--- src/rtl/ir_tx_sched_pkg.sv ---
// Shared state encoding, counter width and 50 MHz timing constants for the
// IR TX scheduler.
package ir_tx_sched_pkg;

  localparam int unsigned CNT_W                 = 32;
  localparam int unsigned GAP_CYCLES_DEFAULT    = 500000;
  localparam int unsigned START_TIMEOUT_DEFAULT = 8;
  localparam int unsigned FRAME_TIMEOUT_DEFAULT = 1000000;
  localparam int unsigned FRAME_MAX_CYCLES      = 800000;

  typedef enum logic [2:0] {
    IDLE,
    LAUNCH,
    WAIT_START,
    WAIT_DONE,
    GAP
  } state_t;

  function automatic int unsigned rr_index(input int unsigned base,
                                           input int unsigned off,
                                           input int unsigned n);
    return (base + off) % n;
  endfunction

endpackage

--- src/rtl/ir_tx_rr_arbiter.sv ---
// Winner select for the IR TX scheduler: round-robin from a registered pointer,
// or lowest-index fixed priority when TX_SCHED_FIXED_PRIO_EN is defined.
module ir_tx_rr_arbiter
  import ir_tx_sched_pkg::*;
#(
  parameter  int unsigned NUM_REQ = 4,
  localparam int unsigned IDX_W   = $clog2(NUM_REQ)
) (
  input  logic               i_clk,
  input  logic               i_reset,
  input  logic [NUM_REQ-1:0] i_req,
  input  logic               i_upd,
  input  logic [IDX_W-1:0]   i_upd_idx,
  output logic [IDX_W-1:0]   o_win_idx,
  output logic               o_win_valid
);

  logic [IDX_W-1:0] w_cand;
  logic [IDX_W-1:0] w_win;
  logic             w_found;

`ifdef TX_SCHED_FIXED_PRIO_EN
  logic w_unused;
  assign w_unused = ^{i_clk, i_reset, i_upd, i_upd_idx};

  always_comb begin
    w_found = 1'b0;
    w_win   = '0;
    w_cand  = '0;
    for (int unsigned k = 0; k < NUM_REQ; k++) begin
      w_cand = IDX_W'(k);
      if (!w_found && i_req[w_cand]) begin
        w_found = 1'b1;
        w_win   = w_cand;
      end
    end
  end
`else
  // r_ptr is the index currently holding highest priority.
  logic [IDX_W-1:0] r_ptr;

  always_ff @(posedge i_clk) begin
    if (i_reset) begin
      r_ptr <= '0;
    end else if (i_upd) begin
      r_ptr <= IDX_W'(rr_index(32'(i_upd_idx), 1, NUM_REQ));
    end
  end

  always_comb begin
    w_found = 1'b0;
    w_win   = '0;
    w_cand  = '0;
    for (int unsigned k = 0; k < NUM_REQ; k++) begin
      w_cand = IDX_W'(rr_index(32'(r_ptr), k, NUM_REQ));
      if (!w_found && i_req[w_cand]) begin
        w_found = 1'b1;
        w_win   = w_cand;
      end
    end
  end
`endif

  assign o_win_idx   = w_win;
  assign o_win_valid = w_found;

endmodule

--- src/rtl/ir_tx_scheduler.sv ---
// Shares one IR transmit serializer among NUM_REQ requesters: arbitration,
// launch, busy tracking, inter-frame gap and timeouts. Build option:
// TX_SCHED_FIXED_PRIO_EN selects fixed lowest-index priority in the arbiter.
module ir_tx_scheduler
  import ir_tx_sched_pkg::*;
#(
  parameter  int unsigned NUM_REQ       = 4,
  parameter  int unsigned GAP_CYCLES    = GAP_CYCLES_DEFAULT,
  parameter  int unsigned START_TIMEOUT = START_TIMEOUT_DEFAULT,
  parameter  int unsigned FRAME_TIMEOUT = FRAME_TIMEOUT_DEFAULT,
  localparam int unsigned IDX_W         = $clog2(NUM_REQ)
) (
  input  logic                 CLK_50M,
  input  logic                 reset,
  input  logic [NUM_REQ-1:0]   req,
  input  logic [NUM_REQ*8-1:0] req_data,
  output logic [NUM_REQ-1:0]   grant,
  output logic [NUM_REQ-1:0]   done,
  output logic                 err,
  output logic [IDX_W-1:0]     err_id,
  output logic                 tx_send_en,
  output logic [7:0]           tx_din,
  input  logic                 tx_busy,
  output logic                 sched_busy
);

  state_t             r_state;
  logic [CNT_W-1:0]   r_cnt;
  logic [IDX_W-1:0]   r_win;
  logic [7:0]         r_din;
  logic [NUM_REQ-1:0] r_grant;
  logic [NUM_REQ-1:0] r_done;
  logic               r_err;
  logic [IDX_W-1:0]   r_err_id;
  logic               r_send_en;
  logic               r_sched_busy;

  logic [CNT_W-1:0]   w_cnt_inc;
  logic [IDX_W-1:0]   w_win;
  logic               w_win_valid;

  assign w_cnt_inc = r_cnt + CNT_W'(1);

  ir_tx_rr_arbiter #(
    .NUM_REQ(NUM_REQ)
  ) u_arb (
    .i_clk      (CLK_50M),
    .i_reset    (reset),
    .i_req      (req),
    .i_upd      (r_state == LAUNCH),
    .i_upd_idx  (r_win),
    .o_win_idx  (w_win),
    .o_win_valid(w_win_valid)
  );

  // Each limit counts whole cycles spent in the state; the exit (and any
  // err/done pulse) appears in the cycle after the last counted one.
  always_ff @(posedge CLK_50M) begin
    if (reset) begin
      r_state      <= IDLE;
      r_cnt        <= '0;
      r_win        <= '0;
      r_din        <= '0;
      r_grant      <= '0;
      r_done       <= '0;
      r_err        <= 1'b0;
      r_err_id     <= '0;
      r_send_en    <= 1'b0;
      r_sched_busy <= 1'b0;
    end else begin
      r_grant   <= '0;
      r_done    <= '0;
      r_err     <= 1'b0;
      r_err_id  <= '0;
      r_send_en <= 1'b0;
      r_cnt     <= w_cnt_inc;
      unique case (r_state)
        IDLE: begin
          r_cnt <= '0;
          if (w_win_valid) begin
            r_win          <= w_win;
            r_din          <= req_data[{w_win, 3'b000} +: 8];
            r_grant[w_win] <= 1'b1;
            r_send_en      <= 1'b1;
            r_sched_busy   <= 1'b1;
            r_state        <= LAUNCH;
          end
        end
        LAUNCH: begin
          r_cnt   <= '0;
          r_state <= WAIT_START;
        end
        WAIT_START: begin
          if (tx_busy) begin
            r_cnt   <= '0;
            r_state <= WAIT_DONE;
          end else if (w_cnt_inc >= START_TIMEOUT) begin
            r_err    <= 1'b1;
            r_err_id <= r_win;
            r_cnt    <= '0;
            r_state  <= GAP;
          end
        end
        WAIT_DONE: begin
          if (!tx_busy) begin
            r_done[r_win] <= 1'b1;
            r_cnt         <= '0;
            r_state       <= GAP;
          end else if (w_cnt_inc >= FRAME_TIMEOUT) begin
            r_err    <= 1'b1;
            r_err_id <= r_win;
            r_cnt    <= '0;
            r_state  <= GAP;
          end
        end
        GAP: begin
          if (w_cnt_inc >= GAP_CYCLES) begin
            r_cnt        <= '0;
            r_sched_busy <= 1'b0;
            r_state      <= IDLE;
          end
        end
        default: begin
          r_cnt        <= '0;
          r_sched_busy <= 1'b0;
          r_state      <= IDLE;
        end
      endcase
    end
  end

  assign grant      = r_grant;
  assign done       = r_done;
  assign err        = r_err;
  assign err_id     = r_err_id;
  assign tx_send_en = r_send_en;
  assign tx_din     = r_din;
  assign sched_busy = r_sched_busy;

endmodule

--- config.mk ---
export PLATFORM = sky130hd
export DESIGN_NAME = ir_tx_scheduler
export DESIGN_NICKNAME = d
export VERILOG_FILES = /design/src/rtl/ir_tx_sched_pkg.sv /design/src/rtl/ir_tx_rr_arbiter.sv /design/src/rtl/ir_tx_scheduler.sv
export SDC_FILE = /design/constraint.sdc
export NUM_CORES = 1
export LEC_CHECK = 0
export ABC_AREA = 1
export CAP_MARGIN = 20
export CORE_MARGIN = 5
export CORE_UTILIZATION = 45
export CTS_CLUSTER_SIZE = 10
export DETAILED_ROUTE_END_ITERATION = 10
export PLACE_DENSITY = 0.76
export SETUP_SLACK_MARGIN = 0.5
export SLEW_MARGIN = 0
export SYNTH_ARGS = -nofsm -noshare
export SYNTH_HDL_FRONTEND = slang
export SYNTH_SLANG_ARGS = --single-unit
--- constraint.sdc ---
create_clock -name CLK_50M -period 6.7 [get_ports CLK_50M]
set_clock_uncertainty 0.15 [all_clocks]
set_input_delay 2.01 -clock CLK_50M [delete_from_list [all_inputs] [get_ports CLK_50M]]
set_output_delay 2.01 -clock CLK_50M [all_outputs]
set_load 0.01 [all_outputs]
==> results of run 1 <==
==> sequential cells by signal (all words and copies together) (netlist names) <==
register / flops
tx_send_en: 1
sched_busy: 1
tx_din: 8
r_state: 3
u_arb.r_ptr: 2
done: 4
err_id: 2
r_cnt: 32
r_win: 2
err: 1
grant: 4
==> cell families after synthesis <==
group                    share of synthesized area
AO/OA/AOI/OAI                               0.0516
XOR/XNOR                                   0.00909
adder cells (fa/ha/maj)                     0.0195
buffers and inverters                       0.0834
flip-flops                                   0.312
other                                     0.000973
AND/OR/NAND/NOR                              0.524
==> worst paths after layout <==
check	end	slack (ns)	cells past startpoint
worst max-delay path	tx_din[4]	2.34	15
worst min-delay path	sched_busy	0.33	2
worst max register to register	r_cnt[19]	3.49	16
worst min register to register	sched_busy	0.33	2
==> cells in the final DEF, fill, tap and decap left out, drive strengths merged, types with 2 or more instances in the layout <==
cell and count:
xnor2 3, nand3 50, clkbuf 11, nor3 6, conb 12, nor2 126, nand4 11, ha 6
nand3b 8, clkdlybuf4s50 59, inv 71, nand2 235, clkinv 3, bufinv 2, o21ai 19, a21oi 16
dfxtp 60
==> worst register-to-register path, cell delays in order (launching register included) <==
cell and delay (ns):
dfxtp_1 0.56, ha_1 0.35, inv_2 0.10, nor2_8 0.20, nand2_1 0.15, nor2_2 0.20
nand2_1 0.08, nand2_1 0.12, inv_2 0.06, nor2_1 0.14, nand3_1 0.09, nor2_1 0.12
nand2_1 0.08, nand2_2 0.10, nand3_2 0.12, nand2_4 0.35, a21oi_1 0.08
==> cell type report <==
cell class	instances	area share
Inverter	71	0.0558
Multi-Input combinational cell	498	0.497
Tap cell	105	0.0275
Sequential cell	60	0.251
Timing Repair Buffer	59	0.124
Clock inverter	5	0.0157
Clock buffer	11	0.0296
==> per-layer routing <==
metal | wire length [um] | GRT usage
met3 | 718 | 0.0595
met5 | 0 | 0
met2 | 4680 | 0.325
met1 | 4340 | 0.232
met4 | 273 | 0.0999
==> where the power goes <==
part	switching [mW]	total, mW	leakage, nW	internal, mW
combinational	0.422	0.668	1.60	0.246
sequential	0.0460	0.459	0.492	0.413
clock	0.147	0.365	0.113	0.218
total	0.615	1.49	2.21	0.877
==> through the flow <==
step,hold slack (ns),area (sq um),cells
finish,0.329,4780,809
global route,0.367,4780,809
CTS,0.341,4780,809
detailed placement,0.328,4560,793
global placement,0.310,4560,793
floorplan,0.313,3900,637
==> metrics.yaml, run 1 <==
status: "finished clean"
ys_seq_area_frac: 0.312
startpoint: "req[2]"
period_minus_slack_ns: 4.36
areaGrowthSynthToFinish_pct: 24.0
post_cts_resized: 0
start_util: 0.464
synth_edf_count: 0
drc: 0
powerDensity_nw_per_um2: 312
grt.total_usage: 0.197
worstPathCellList: "clkdlybuf4s50_1 -> inv_1 -> o21ai_0 -> nand2_1 -> nand2_1 -> nor2_1 -> nor2_1 -> nand2_1 -> nand2_1 -> inv_1 -> nor2_1 -> nand2_1 -> nand3_1 -> nor2_1 -> nor2_1"
cts_max_path_buffers: 2
setup.worst_path.end_class: "register"
fillers: 784
clock_latency_ns: 0.35
netlist_top_cells_count: "218 x nand2_1, 101 x nor2_1, 65 x inv_1"
r2r-start: "r_cnt[0]"
max_freq_mhz: 229
crit_arrival_ns: 4.49
seq_area_sq_um: 1200
grt_overflow: 0
synth_flop_cell: "dfxtp_1"
slew_headroom: 0.622
vias: 4003
grt_pass1_vias: 3834
hold_viol: 0
synth_cells: 626
vdd_ir_drop_max_mv: 0.253
die_h_um: 103
synth-seq-cells: 60
crit_required_ns: 6.83
antenna_found_initial: 0
ys_warn_count: 0
fin_setup_tns_ns: 0
synth_most_common_cell: "nand2_1"
fin_ws_ns: 2.34
slew_violations: 0
finalCritPeriodShare: 0.651
cts_max_level: 3
post-synth-top-area-fraction: 0.312
multiInputGateArea_sq_um: 2370
power_mw: 1.49
post_drt_wl_per_cell_um: 12.4
async_flop_share: 0
drt_iter0_markers: 161
grt_start_max_net_pins: 22
core_area_sq_um: 8300
cap_violations: 0
cts_made_buffers: 9
wirelength_mm: 10.0
cts_hold_buf: 0
die_area_sq_um: 10500
dr.pass1.iters: 5
critPathMaxFanout: 11
drt.antenna.violating_nets: 0
post_cts_buffers: 0
portBuffers: 59
cp_top_family: "simple AND/OR/NAND/NOR gates"
die_w_um: 103
nets: 744
gp_congestion: 0.924
p_leak_nw: 2.21
timing.critical_path.buf_inv: 3
num_antenna_cells: 0
pre_cts_slack_ns: 2.07
cts_tree: "built"
hold_class: "register to register"
grt_pass1_wl_mm: 16.5
yosysTopAreaCell: "dfxtp_1"
utilization: 0.576
cts_sinks: 60
setup_viol_count_final: 0
viasPerCell: 4.95
dp_hpwl_mm: 8.02
cp_slowest_cell: "clkdlybuf4s50_1"
ioPinCount: 60
syn_area_sq_um: 3850
clock-root-buffer: "clkbuf_8"
path_clk_slew_ns: 0.07
rsz0062_at_grt: "no"
rows: 33
avgSynthCellArea_sq_um: 6.16
min_from: "sched_busy"
yosys.cell_types.count: 31
worstMarginPinSlew_ns: 0.562
cpPeakStageDelay_ns: 0.45
drive_gt1_frac: 0.0923
synth_area_leaders: "dfxtp_1 31%, nand2_1 21%, nor2_1 9.8%"
path_class: "primary input to register"
cp-start-kind: "primary input"
(Power assumes the default switching activity.)
==> inputs of run 2 (changes only) <==
- clock period: 6.7 -> 4.5 ns (I/O delays scaled with it)
==> run 2 against run 1 <==
Against the previous run:
- worst setup slack got worse by 1.5 ns
- via count decreased by 0.22%
- final cell count increased by 0.12%
- critical path depth unchanged
- first-iteration DRC count increased by 6.2%
- largest power group unchanged
==> metrics.yaml, run 2 (same netlist as run 1, synthesis figures left out) <==
worstPathCellList: "clkdlybuf4s50_1 -> inv_1 -> o21ai_0 -> nand2_1 -> nand2_1 -> nor2_1 -> nand4_1 -> nand2_1 -> nand2_1 -> inv_1 -> nor2_1 -> nand2_1 -> nand3_1 -> nor2_1 -> nor2_1"  # was clkdlybuf4s50_1 -> inv_1 -> o21ai_0 -> nand2_1 -> nand2_1 -> nor2_1 -> nor2_1 -> nand2_1 -> nand2_1 -> inv_1 -> nor2_1 -> nand2_1 -> nand3_1 -> nor2_1 -> nor2_1
ioPinCount: 60  # unchanged
place_inst: 794  # was 793
reg2reg_depth: 15  # was 16
drt_iter0_markers: 171  # was 161
powerDensity_nw_per_um2: 466  # was 312 nW/um^2
path_class: "primary input to register"  # unchanged
cts_tree: "built"  # unchanged
hold_viol: 0  # unchanged
dr.pass1.iters: 5  # unchanged
slew_headroom: 0.643  # was 0.622
utilization: 0.578  # was 0.576
num_antenna_cells: 0  # unchanged
vias: 3994  # was 4003
path_clk_slew_ns: 0.07  # about the same
r2r-start: "r_cnt[0]"  # unchanged
cts_made_buffers: 9  # unchanged
setup.worst_path.end_class: "register"  # unchanged
finalCritPeriodShare: 0.803
pre_cts_slack_ns: 0.590  # was 2.07 ns
nets: 745  # was 744
die_h_um: 103  # unchanged
die_w_um: 103  # unchanged
fillers: 804  # was 784
clock_latency_ns: 0.34  # was 0.35 ns
cts_max_path_buffers: 2  # unchanged
grt_pass1_vias: 3940  # was 3834
cts_max_level: 3  # unchanged
crit_arrival_ns: 3.74  # was 4.49 ns
dp_hpwl_mm: 7.93  # was 8.02 mm
placed_area_sq_um: 4570  # was 4560 sq um
final_cells: 810  # was 809
drc: 0  # unchanged
min_to: "sched_busy"  # unchanged
hold_class: "register to register"  # unchanged
grt.total_usage: 0.200  # was 0.197
power_mw: 2.24  # was 1.49 mW
antenna_found_initial: 0  # unchanged
crit_required_ns: 4.63  # was 6.83 ns
cp_slowest_cell: "clkdlybuf4s50_1"  # unchanged
cpPeakStageDelay_ns: 0.45  # about the same
grt_overflow: 0  # unchanged
post_drt_wl_per_cell_um: 12.1  # was 12.4 um
fin_ws_ns: 0.887  # was 2.34 ns
finalInstanceArea_sq_um: 4800  # was 4780 sq um
cp_common_cell: "nand2_1"
rows: 33  # unchanged
ff2ff_setup_slack_ns: 1.37  # was 3.49 ns
vdd_ir_drop_max_mv: 0.395  # was 0.253 mV
largest-register: "r_cnt"  # unchanged
grt_start_max_net_pins: 22  # unchanged
critPathMaxFanout: 11  # unchanged
clock-root-buffer: "clkbuf_8"  # unchanged
period_minus_slack_ns: 3.61
die_area_sq_um: 10500  # unchanged
slew_violations: 0  # unchanged
drive_gt1_frac: 0.0950  # was 0.0923
areaGrowthSynthToFinish_pct: 24.4  # was 24.0%
r2r-end: "r_cnt[6]"  # was r_cnt[19]
cts_hold_buf: 0  # unchanged
viasPerCell: 4.93  # was 4.95
min_from: "sched_busy"  # unchanged
final_cell_mix: "218 x nand2_1, 101 x nor2_1, 65 x inv_1"  # unchanged
cap_violations: 0  # unchanged
cp-start-kind: "primary input"  # unchanged
post_cts_buffers: 0  # unchanged
hold_path_depth: 2  # unchanged
portBuffers: 59  # unchanged
fin_setup_tns_ns: 0  # unchanged
worstMarginPinSlew_ns: 0.531  # was 0.562 ns
startpoint: "req[2]"  # unchanged
drt.antenna.violating_nets: 0  # unchanged
start_util: 0.464  # unchanged
rsz0062_at_grt: "no"  # unchanged
post_cts_resized: 0  # unchanged
setup_viol_count_final: 0  # unchanged
gp_congestion: 0.918  # was 0.924
wirelength_mm: 9.83  # was 10.0 mm
core_area_sq_um: 8300  # unchanged
max_freq_mhz: 277
grt_pass1_wl_mm: 17.0  # was 16.5 mm
status: "finished clean"  # unchanged
p_leak_nw: 2.22  # was 2.21 nW
hold_slack_ns: 0.326  # was 0.329 ns
final_common_cell: "nand2_1"  # unchanged
largest_reg_flops: 32  # unchanged
cts_sinks: 60  # unchanged
==> run 2: changes by cell type in the layout (fill, tap and decap cells not counted) <==
cell      previous run  this run
clkinv_4             0         2
buf_4                0         1
clkbuf_1             1         0
clkinv_2             3         2
==> run 2: final cells by class <==
| class | count | area, sq um | area share |
|---|---|---|---|
| Clock buffer | 10 | 138 | 0.0287 |
| Multi-Input combinational cell | 498 | 2370 | 0.495 |
| Clock inverter | 6 | 87.6 | 0.0183 |
| Tap cell | 105 | 131 | 0.0274 |
| Sequential cell | 60 | 1200 | 0.250 |
| Inverter | 71 | 267 | 0.0556 |
| Timing Repair Buffer | 60 | 598 | 0.125 |
==> run 2: worst max-delay path by stage <==
stage / depth (start not counted) / slack [ns] / endpoint
after floorplan: 13 / 1.50 / tx_din[0]
after CTS: 15 / 0.96 / tx_din[5]
final: 15 / 0.89 / tx_din[4]
after detailed placement: 15 / 0.59 / tx_din[5]
after global placement: 15 / 0.72 / tx_din[6]
after global routing: 15 / 0.65 / tx_din[7]
==> run 2: critical path: cells and delay by family <==
family / cells / cell delay (ns)
compound gates: 1 / 0.29
buf+inv: 3 / 0.67
simple gates: 11 / 1.43
==> run 2: per-layer routing <==
| layer | vias up | global-route usage | wire, um |
|---|---|---|---|
| met5 | - | 0 | 0 |
| met4 | 0 | 0.0676 | 131 |
| met3 | 15 | 0.0541 | 758 |
| met2 | 132 | 0.337 | 4670 |
| met1 | 1764 | 0.246 | 4270 |
| li1 | 2083 | - | - |
==> run 2: power by group <==
group	leakage, nW	total, mW	internal, mW	switching, mW
registers	0.492	0.679	0.615	0.0644
clock network	0.116	0.550	0.327	0.223
logic	1.61	1.01	0.378	0.629
==> inputs of run 3 (changes only) <==
- clock period: 4.5 -> 3.4 ns (I/O delays scaled with it)
==> run 3 against run 2 <==
Against the previous run:
- critical path depth is 11 lower
- final cell count up 1.1%
- wire length grew 6.8%
- register-to-register slack lost 0.69 ns
- non-clock buffer count is 7 higher
- total power up 51%
- core utilization is 2.7 points higher
- die area unchanged
- worst setup slack worse by 0.27 ns
- hold slack improved by 0.0035 ns
- sequential cell count unchanged
==> metrics.yaml, run 3 (same netlist as run 1, synthesis figures left out) <==
status: "finished clean"  # unchanged
dp_hpwl_mm: 7.76  # was 7.93 mm
drive_gt1_frac: 0.133  # was 0.0950
drt_iter0_markers: 286  # was 171
grt_start_max_net_pins: 20  # was 22
die_area_sq_um: 10500  # unchanged
cts_sinks: 60  # unchanged
num_antenna_cells: 0  # unchanged
drt.antenna.violating_nets: 0  # unchanged
power_mw: 3.39  # was 2.24 mW
startpoint: "reset"  # was req[2]
areaGrowthSynthToFinish_pct: 30.3  # was 24.4%
start_util: 0.464  # unchanged
period_minus_slack_ns: 2.78
r2r-end: "tx_din[2]"  # was r_cnt[6]
die_h_um: 103  # unchanged
nets: 754  # was 745
cts_tree: "built"  # unchanged
core_area_sq_um: 8300  # unchanged
final_cell_mix: "214 x nand2_1, 96 x nor2_1, 62 x inv_1"  # was 218 x nand2_1, 101 x nor2_1, 65 x inv_1
antenna_found_initial: 0  # unchanged
slew_headroom: 0.271  # was 0.643
drc: 0  # unchanged
portBuffers: 59  # unchanged
largest-register: "r_cnt"  # unchanged
gp_congestion: 0.947  # was 0.918
worstPathCellList: "clkdlybuf4s50_1 -> a21oi_1 -> nand2_4 -> nor2_4"  # was clkdlybuf4s50_1 -> inv_1 -> o21ai_0 -> nand2_1 -> nand2_1 -> nor2_1 -> nand4_1 -> nand2_1 -> nand2_1 -> inv_1 -> nor2_1 -> nand2_1 -> nand3_1 -> nor2_1 -> nor2_1
wirelength_mm: 10.5  # was 9.83 mm
reg2reg_depth: 13  # was 15
viasPerCell: 5.08  # was 4.93
ioPinCount: 60  # unchanged
final_cells: 819  # was 810
slew_violations: 0  # unchanged
placed_area_sq_um: 4610  # was 4570 sq um
clock-root-buffer: "clkbuf_8"  # unchanged
cp_slowest_cell: "a21oi_1"  # was clkdlybuf4s50_1
p_leak_nw: 2.30  # was 2.22 nW
crit_required_ns: 3.54  # was 4.63 ns
finalCritPeriodShare: 0.818
cp-start-kind: "primary input"  # unchanged
hold_path_depth: 2  # unchanged
hold_viol: 0  # unchanged
hold_class: "register to register"  # unchanged
pre_cts_slack_ns: -0.0868  # was 0.590 ns
critPathMaxFanout: 7  # was 11
vias: 4159  # was 3994
cp_top_family: "compound AO/OA/AOI/OAI gates"  # was simple AND/OR/NAND/NOR gates
place_inst: 798  # was 794
fin_ws_ns: 0.620  # was 0.887 ns
setup_viol_count_final: 0  # unchanged
post_drt_wl_per_cell_um: 12.8  # was 12.1 um
grt_overflow: 0  # unchanged
finalInstanceArea_sq_um: 5020  # was 4800 sq um
worstMarginPinSlew_ns: 1.09  # was 0.531 ns
path_clk_slew_ns: 0.08  # was 0.07 ns
fillers: 746  # was 804
cts_max_level: 3  # unchanged
dr.pass1.iters: 5  # unchanged
ff2ff_setup_slack_ns: 0.68  # was 1.37 ns
powerDensity_nw_per_um2: 674  # was 466 nW/um^2
grt_pass1_wl_mm: 16.8  # was 17.0 mm
cpPeakStageDelay_ns: 0.92  # was 0.45 ns
largest_reg_flops: 32  # unchanged
setup.worst_path.end_class: "register"  # unchanged
cap_violations: 0  # unchanged
r2r-start: "u_arb.r_ptr[0]"  # was r_cnt[0]
fin_setup_tns_ns: 0  # unchanged
final_common_cell: "nand2_1"  # unchanged
path_depth: 4  # was 15
cts_max_path_buffers: 2  # unchanged
grt_pass1_vias: 3838  # was 3940
cts_made_buffers: 9  # unchanged
path_class: "primary input to register"  # unchanged
max_freq_mhz: 360
grt.total_usage: 0.199  # was 0.200
crit_arrival_ns: 2.92  # was 3.74 ns
endpoint: "r_cnt[13]"  # was tx_din[4]
die_w_um: 103  # unchanged
vdd_ir_drop_max_mv: 0.596  # was 0.395 mV
clock_latency_ns: 0.36  # was 0.34 ns
rsz0062_at_grt: "no"  # unchanged
timing.critical_path.buf_inv: 1  # was 3
rows: 33  # unchanged
==> run 3: changes by cell type in the layout (fill, tap and decap cells not counted), moves of 3 or more <==
cell | previous run | this run
nor2_1 | 101 | 96
clkdlybuf4s50_1 | 59 | 55
inv_1 | 65 | 62
nor2_4 | 18 | 21
dlymetal6s2s_1 | 0 | 4
nand2_1 | 218 | 214
buf_4 | 1 | 5
==> run 3: area by class of cell <==
type,instances,area (sq um),area share
repair buffers,67,698,0.139
flip-flops and latches,60,1200,0.239
clock inverters,7,76.3,0.0152
clock buffers,9,124,0.0247
multi-input cells,500,2520,0.502
inverters,71,269,0.0535
well taps,105,131,0.0262
==> run 3: worst min path at each step <==
stage | to | startpoint
2_1_floorplan | u_arb.r_ptr[0] | r_win[0]
3_3_place_gp | sched_busy | sched_busy
3_5_place_dp | sched_busy | sched_busy
4_1_cts | sched_busy | sched_busy
5_1_grt | sched_busy | sched_busy
6_report | sched_busy | sched_busy
==> run 3: per-stage QoR <==
stage / hold slack (ns) / utilization
after global placement: 0.306 / 0.556
after detailed placement: 0.314 / 0.556
after CTS: 0.328 / 0.583
final: 0.330 / 0.605
after floorplan: 0.313 / -
after global routing: 0.358 / 0.605
==> run 3: report_power, final <==
group / internal [mW] / leakage, nW / switching (mW)
clock: 0.342 / 0.0958 / 0.321
combinational: 0.759 / 1.71 / 1.06
sequential: 0.813 / 0.492 / 0.0928
total: 1.91 / 2.30 / 1.47
==> run 3: repair_timing <==
item	4_1_cts	5_1_grt
hold buffers	0	0
setup buffers	1	1
pin swaps	1	17
cloned	0	3
setup endpoints to repair	14	40
gates resized for setup	8	32
==> run 3: per-layer routing <==
| metal | wire length, um | vias to the layer above | global-route usage |
|---|---|---|---|
| met1 | 4350 | 1836 | 0.229 |
| met4 | 353 | 0 | 0.0676 |
| li1 | - | 2109 | - |
| met2 | 4890 | 176 | 0.346 |
| met5 | 0 | - | 0 |
| met3 | 902 | 38 | 0.0670 |
==> run 3: worst min-delay path: stages, from the launching register on <==
cell     delay [ns]
dfxtp_1        0.32
nand3_1        0.08
nand2_1        0.04
